`src/rtl/id_ex_skid.sv`:
```
// ID/EX pipeline register built as a two-entry skid buffer: main entry drives EX,
// skid entry absorbs one bundle of backpressure so in_ready depends only on state.
//
// state | meaning
// EMPTY | no bundle held, NOP bundle on out_*
// BUSY  | main holds the bundle presented to EX
// FULL  | main and skid both hold bundles, input stalled
module id_ex_skid #(
  parameter int DW   = 32,
  parameter int AW   = 5,
  parameter int OPW  = 8,
  parameter int SELW = 3,
  parameter int NSRC = 2
) (
  input  logic                 clk,
  input  logic                 rst,
  input  logic                 flush,
  input  logic                 in_valid,
  output logic                 in_ready,
  input  logic [OPW-1:0]       in_aluop,
  input  logic [SELW-1:0]      in_alusel,
  input  logic [NSRC*DW-1:0]   in_src,
  input  logic [AW-1:0]        in_wd,
  input  logic                 in_wreg,
  output logic                 out_valid,
  input  logic                 out_ready,
  output logic [OPW-1:0]       out_aluop,
  output logic [SELW-1:0]      out_alusel,
  output logic [NSRC*DW-1:0]   out_src,
  output logic [AW-1:0]        out_wd,
  output logic                 out_wreg,
  output logic [1:0]           occ
);

  localparam int BW = OPW + SELW + NSRC*DW + AW + 1;

  typedef enum logic [1:0] {
    EMPTY = 2'd0,
    BUSY  = 2'd1,
    FULL  = 2'd2
  } state_t;

  state_t        state, state_nxt;
  logic [BW-1:0] main_q, skid_q, in_bundle;
  logic          in_fire, out_fire;
  logic          main_ld_in, main_ld_skid, main_clr, skid_ld, skid_clr;

  assign in_bundle = {in_aluop, in_alusel, in_src, in_wd, in_wreg};
  assign in_fire   = in_valid && in_ready;
  assign out_fire  = out_valid && out_ready;

  always_ff @(posedge clk) begin
    if (rst) state <= EMPTY;
    else     state <= state_nxt;
  end

  always_comb begin
    state_nxt    = state;
    main_ld_in   = 1'b0;
    main_ld_skid = 1'b0;
    main_clr     = 1'b0;
    skid_ld      = 1'b0;
    skid_clr     = 1'b0;
    if (flush) begin
      state_nxt = EMPTY;
      main_clr  = 1'b1;
      skid_clr  = 1'b1;
    end else begin
      case (state)
        EMPTY: begin
          if (in_fire) begin
            state_nxt  = BUSY;
            main_ld_in = 1'b1;
          end
        end
        BUSY: begin
          if (in_fire && out_fire) begin
            main_ld_in = 1'b1;
          end else if (out_fire) begin
            state_nxt = EMPTY;
            main_clr  = 1'b1;
          end else if (in_fire) begin
            state_nxt = FULL;
            skid_ld   = 1'b1;
          end
        end
        FULL: begin
          if (out_fire) begin
            state_nxt    = BUSY;
            main_ld_skid = 1'b1;
            skid_clr     = 1'b1;
          end
        end
        default: begin
          state_nxt = EMPTY;
          main_clr  = 1'b1;
          skid_clr  = 1'b1;
        end
      endcase
    end
  end

  always_comb begin
    in_ready  = (state != FULL);
    out_valid = (state != EMPTY);
    occ       = state;
  end

  // Main is zeroed whenever it empties so EX sees a NOP bundle.
  always_ff @(posedge clk) begin
    if (rst) begin
      main_q <= '0;
      skid_q <= '0;
    end else begin
      if (main_clr)          main_q <= '0;
      else if (main_ld_skid) main_q <= skid_q;
      else if (main_ld_in)   main_q <= in_bundle;
      if (skid_clr)          skid_q <= '0;
      else if (skid_ld)      skid_q <= in_bundle;
    end
  end

  assign {out_aluop, out_alusel, out_src, out_wd, out_wreg} = main_q;

endmodule
```
`config.mk`:
```
export PLATFORM = sky130hd
export DESIGN_NAME = id_ex_skid
export DESIGN_NICKNAME = d
export VERILOG_FILES = /design/src/rtl/id_ex_skid.sv
export SDC_FILE = /design/constraint.sdc
export NUM_CORES = 1
export LEC_CHECK = 0
export CAP_MARGIN = 20
export CORE_ASPECT_RATIO = 2
export CORE_MARGIN = 1.5
export CORE_UTILIZATION = 53
export DETAILED_ROUTE_END_ITERATION = 8
export PLACE_DENSITY = 0.85
export SLEW_MARGIN = 10
export SYNTH_ARGS = -nofsm -noshare
export SYNTH_HDL_FRONTEND = slang
export SYNTH_SLANG_ARGS = --single-unit
```
`constraint.sdc`:
```
create_clock -name clk -period 4.8 [get_ports clk]
set_clock_uncertainty 0.05 [all_clocks]
set_input_delay 0.96 -clock clk [delete_from_list [all_inputs] [get_ports clk]]
set_output_delay 0.96 -clock clk [all_outputs]
set_load 0.005 [all_outputs]
```
==> key figures, run 1 <==
Run status
  – Outcome: finished clean

Critical path
  – WP data required: around 5 ns
  – R2R depth: 5
  – WP data arrival: about 3.2 ns
  – CP max FO: between 40 and 50
  – R2r setup slk: approximately 2.5 ns
  – Crit Path Class: in -> reg
  – CP Launch Type: input port
  – CP endpoint kind: flip-flop

Power
  – Sw frac: 22.7%
  – Peak VDD IR: about 0.00036 V
  – Pint: between 2 and 3 mW
  – Power per cell area: between 300 and 400 nW/µm²
  – NetSw: ~740 µW
  – Sequential share of power: 43.8%
  – Power Total: between 3 and 4 mW
  – Gate power share: between 10% and 20%
  – Clk pwr share: 45.4%
  – Lkg Pwr: 2.97 nW

GRT
  – Initial antenna violation count: 2
  – Number of global-route vias before repair: between 6000 and 7000
  – First-pass GRT wire length: slightly below 30000 µm
  – Total gr overflow: 0
  – Largest net degree at the start of global routing: 82
  – Global Route Usage Sum: a little over a quarter

Clocking
  – Hold-fix buffers at CTS: 0
  – Clk slew on worst S/H paths: roughly 0.06 ns
  – # H-tree levels: 4
  – CTS resizes: 0
  – TritonCTS clock tree: built
  – Clock Latency Late Sink: slightly above 0.4 ns
  – Clk root buf: clkbuf_16
  – Sink Count: about 160
  – Inserted Clock Buffers: 17
  – Clock buffer depth: 2
  – Post-CTS Setup Bufs: 0

Cells and area
  – Fin util: 73.0%
  – Layout cells sized above 1: 14.5%
  – Final nets: 960
  – Register area: approximately 3300 µm²
  – Area of the multi-input gates: roughly 3300 µm²
  – Area growth syn-to-layout: 33.6%
  – Fillers: slightly above 900

Placement
  – Gpl congestion: 0.822
  – Hpwl dp: roughly 12000 µm
  – Number of port buffers: 170
  – Pre-CTS WS: between 1 and 1.5 ns

Die
  – Core area: 12600 µm²
  – Die W: between 80 and 90 µm
  – Row count: 58
  – DIE HEIGHT: about 160 µm
  – Initial core utilization: between 50% and 60%
  – Area of the die: between 10000 and 15000 µm²
  – IO Pins: between 150 and 200

Synthesis
  – Post-synth cell types: 25
  – Yosys warnings: 0
  – Cell Area, Synth: a little under 7000 µm²
  – Syn Area/Cell: around 9.4 µm²
  – Post-synthesis sequential area ratio: between 40% and 50%
  – Net count after synthesis: roughly 800
  – Seq cells post-synth: 164
  – Syn Inst Count: around 740

STA
  – Fmax: between 300 and 400 MHz
  – Final setup margin: 1.76 ns
  – Worst slew pin tran: approximately 0.94 ns
  – Tmin final: ~3.0 ns
  – RSZ-0062 raised after global routing: no
  – Setup Viol. Count Final: 0
  – Worst slew margin: between 30% and 40%
  – Slew Limit Fails: 0
  – Period utilization: a little under two thirds
  – Post-route setup TNS: 0 ns
  – Fin. Hold Viols: 0
  – Hold_ws: a little over 0.4 ns

Drt
  – Top routing layer in use: met4
  – Vias: roughly 5900
  – DR WL met2: around 10000 µm
  – First-pass DRT Iterations: 5
  – Wire per inst: between 15 and 20 µm
  – Final WL: 18500 µm
  – Antenna-violating nets left: 0
  – Avg Vias per Cell: between 5 and 6
  – DRC Markers: 0
  – Metal-1 WL: around 6700 µm
  – Number of DRC markers in iteration 0: about 320
  – Met3 wire len: 888 µm

Min path
  – Hold depth: 2
  – Hold Crit Class: reg -> reg

Flow run
  – Max-Cap Viols: 0
==> registers in the layout, summed over array words and instances (netlist names) <==
name    cells
skid_q     81
occ         2
main_q     81
==> cells by family (layout without fill, tap and decap cells) <==
logic type / count (synthesis) / after routing / share of synthesized area [%]
buffers and inverters: 61 / 211 / 4.89
other: 0 / 2 / 0
DFF: 164 / 164 / 47.6
AOI/OAI and AO/OA: 169 / 169 / 21.1
and+or+nand+nor: 260 / 260 / 14.7
muxes: 81 / 81 / 11.7
==> cells in the mapped netlist <==
library cell / instances / area (µm²)
nor3b_2: 1 / 12.5
nand3_1: 1 / 5.00
and3b_1: 1 / 8.76
mux2i_1: 81 / 811
nor2b_1: 2 / 12.5
nor3_1: 1 / 5.00
a31o_1: 1 / 8.76
a2111oi_0: 1 / 8.76
nor2_1: 82 / 308
o21ai_1: 2 / 10.0
a211oi_1: 1 / 7.51
clkbuf_4: 8 / 60.1
inv_1: 1 / 3.75
nand2_1: 166 / 623
or2_2: 1 / 6.26
nor3_2: 1 / 10.0
clkbuf_1: 41 / 154
buf_6: 10 / 113
dfxtp_1: 164 / 3280
or3_1: 1 / 6.26
o21ai_0: 1 / 5.00
a21oi_1: 83 / 415
a211oi_2: 80 / 1000
nand2b_1: 3 / 18.8
buf_4: 1 / 7.51
==> final timing paths <==
path | start | to
max | out_ready | skid_q[71]
min | skid_q[7] | skid_q[7]
max reg2reg | occ[0] | skid_q[71]
min reg2reg | skid_q[7] | skid_q[7]
==> per-layer routing <==
metal  global-route usage (%)  vias up
met3                     5.65       59
met2                     48.6      213
li1                         -     2790
met5                        0        -
met4                     17.4        0
met1                     27.8     2855
==> per-stage QoR <==
step	cell area, µm²	std cells
6_report	9220	1037
5_1_grt	9220	1037
4_1_cts	9220	1035
3_5_place_dp	8570	1005
3_3_place_gp	8570	1005
2_1_floorplan	6900	735
==> power by group through the flow <==
stage / sequential [mW] / combinational (mW) / clock, mW
6_report: 1.42 / 0.353 / 1.47
4_1_cts: 1.42 / 0.355 / 1.49
2_1_floorplan: 1.45 / 0.164 / 0
5_1_grt: 1.43 / 0.379 / 1.54
3_3_place_gp: 1.45 / 0.340 / 0
3_5_place_dp: 1.45 / 0.351 / 0
==> cells in the final DEF, fill, tap and decap left out, drive strengths merged <==
cell type / count
a2111oi: 1
a211oi: 81
a21oi: 83
a31o: 1
and3b: 1
buf: 10
bufinv: 5
clkbuf: 18
clkdlybuf4s50: 170
clkinv: 4
clkinvlp: 2
dfxtp: 164
diode: 2
inv: 2
mux2i: 81
nand2: 166
nand2b: 3
nand3: 1
nor2: 82
nor2b: 2
nor3: 2
nor3b: 1
o21ai: 3
or2: 1
or3: 1
==> worst max-delay path, cell delays in order <==
cell and delay (ns):
clkdlybuf4s50_1 0.52, nand2b_1 0.30, or3_2 0.81, buf_4 0.41, nand2_1 0.13, a21oi_1 0.08
==> area by class of cell <==
type	count	area share, %
Clock buffer	18	4.76
Multi-Input combinational cell	510	36.0
Inverter	1	0.0407
Sequential cell	164	35.6
Clock inverter	12	2.22
Tap cell	150	2.03
Antenna cell	2	0.0543
Timing Repair Buffer	180	19.3
Note: power is estimated with default switching activity, not from simulation.
==> run 2: changes to the inputs <==
--- a/config.mk
+++ b/config.mk
@@ -8,9 +8,9 @@
 export CAP_MARGIN = 20
 export CORE_ASPECT_RATIO = 2
 export CORE_MARGIN = 1.5
-export CORE_UTILIZATION = 53
+export CORE_UTILIZATION = 49
 export DETAILED_ROUTE_END_ITERATION = 8
-export PLACE_DENSITY = 0.85
+export PLACE_DENSITY = 0.8
 export SLEW_MARGIN = 10
 export SYNTH_ARGS = -nofsm -noshare
 export SYNTH_HDL_FRONTEND = slang
==> constraint.sdc (replaced) <==
create_clock -name clk -period 2.8 [get_ports clk]
set_clock_uncertainty 0.05 [all_clocks]
set_input_delay 0.56 -clock clk [delete_from_list [all_inputs] [get_ports clk]]
set_output_delay 0.56 -clock clk [all_outputs]
set_load 0.005 [all_outputs]
==> key figures, run 2 (synthesized netlist as in run 1, its figures left out) <==
Run status
  – Outcome: finished clean

Critical path
  – Crit Path Class: reg -> out
  – Setup crit start: occ[0]
  – RR Endpoint: skid_q[42]
  – CP max FO: 9
  – CP Launch Type: flip-flop
  – CP endpoint kind: output pin
  – Reg2reg start: occ[0]
  – WP data arrival: 1.64 ns
  – R2R depth: 5
  – WP data required: between 2 and 2.5 ns
  – R2r setup slk: 0.90 ns

Cells and area
  – Fillers: about 1100
  – Area growth syn-to-layout: 36.5%
  – Fin util: approximately two thirds
  – Design area: roughly 9400 µm²
  – Most frequent cells in the layout: clkdlybuf4s50_1, nand2_1, dfxtp_1, a21oi_1, nor2_1
  – Non-filler cells, final: 1086
  – Final nets: between 900 and 1000
  – Commonest non-fill, non-tap cell in the layout: clkdlybuf4s50_1
  – Layout cells sized above 1: ~15%

Power
  – Lkg Pwr: around 3 nW
  – Power Total: between 5 and 6 mW
  – Power per cell area: 573 nW/µm²
  – Peak VDD IR: 0.000401 V

Clocking
  – Clock Latency Late Sink: just over 0.4 ns
  – Clk slew on worst S/H paths: 0.07 ns
  – Clock buffer depth: 2
  – Clk root buf: clkbuf_16
  – Post-CTS Setup Bufs: 0
  – # H-tree levels: 4
  – CTS resizes: 0
  – TritonCTS clock tree: built
  – Hold-fix buffers at CTS: 0
  – Sink Count: roughly 160
  – Inserted Clock Buffers: 17

Min path
  – Worst hold path startpoint: skid_q[4]
  – Hold path endpoint: skid_q[4]
  – Hold depth: 2
  – Hold Crit Class: reg -> reg

STA
  – Period utilization: 80.5%
  – Slew Limit Fails: 0
  – Worst slew pin tran: about 0.44 ns
  – Setup Viol. Count Final: 0
  – Worst slew margin: 70.6%
  – RSZ-0062 raised after global routing: no
  – Fmax: between 400 and 500 MHz
  – Fin. Hold Viols: 0
  – Post-route setup TNS: 0 ns
  – Tmin final: between 2 and 2.5 ns

Placement
  – Gpl congestion: ~0.76
  – DP Area: between 8000 and 9000 µm²
  – Hpwl dp: ~11000 µm
  – DP Cell Count: between 1000 and 1500
  – Number of port buffers: 170

Drt
  – First-pass DRT Iterations: 4
  – Wire per inst: around 16 µm
  – Number of DRC markers in iteration 0: roughly 350
  – Avg Vias per Cell: around 5.3
  – Final WL: between 15000 and 20000 µm
  – Vias: about 5700
  – DRC Markers: 0
  – Antenna-violating nets left: 0

Die
  – Die W: between 80 and 90 µm
  – DIE HEIGHT: 171 µm
  – Core area: 13800 µm²
  – Row count: 61
  – Area of the die: 14900 µm²
  – Initial core utilization: 50.0%
  – IO Pins: 171

GRT
  – Total gr overflow: 0
  – Initial antenna violation count: 3
  – Number of global-route vias before repair: about 5800
  – Largest net degree at the start of global routing: 82
  – Global Route Usage Sum: between 20 and 25%
  – First-pass GRT wire length: approximately 28000 µm

Flow run
  – Max-Cap Viols: 0
==> run 2: cell count changes in the layout (fill, tap and decap cells not counted), sizes merged <==
cell	previous run	this run
diode	2	3
clkinvlp	2	5
clkbuf	18	20
clkinv	4	1
bufinv	5	2
inv	2	5
buf	10	17
==> run 2: power by group <==
part / switching, mW / total, mW / internal, mW
Sequential: 0.0418 / 2.44 / 2.40
Combinational: 0.294 / 0.617 / 0.323
Clock: 0.968 / 2.35 / 1.38
Total: 1.30 / 5.40 / 4.10
==> run 2: final cells by class <==
type	instances	area [µm²]	share of cell area, %
flip-flops and latches	164	3280	34.8
multi-input cells	510	3320	35.3
clock buffers	20	457	4.85
clock inverters	12	144	1.53
inverters	1	3.75	0.0398
diodes	3	7.51	0.0797
well taps	189	236	2.51
repair buffers	187	1970	20.9
==> run 2: worst max-delay path by stage <==
stage,end,slack (ns),cells past startpoint
after floorplan,main_q[0],1.02,7
after global placement,skid_q[67],0.29,6
after detailed placement,skid_q[39],0.24,6
after CTS,in_ready,0.53,2
after global routing,in_ready,0.49,2
final,in_ready,0.55,2
==> run 2: layer usage <==
layer | global-route usage [%] | up-vias | share of wire (%)
met5 | 0 | - | 0
met4 | 12.1 | 0 | 2.9
met3 | 3.86 | 30 | 3.0
met2 | 44.7 | 151 | 55
met1 | 26.6 | 2720 | 39
li1 | - | 2811 | -
==> run 2: metrics by stage <==
| stage | hold WS [ns] | setup slack, ns |
|---|---|---|
| floorplan | 0.386 | 1.02 |
| global placement | 0.391 | 0.293 |
| detailed placement | 0.396 | 0.236 |
| CTS | 0.405 | 0.526 |
| global route | 0.419 | 0.485 |
| finish | 0.403 | 0.547 |
==> run 2: worst max-delay path: stages (launching register included) <==
cell and delay [ns]:
dfxtp_1 0.46, nand2b_1 0.24, clkdlybuf4s50_1 0.53
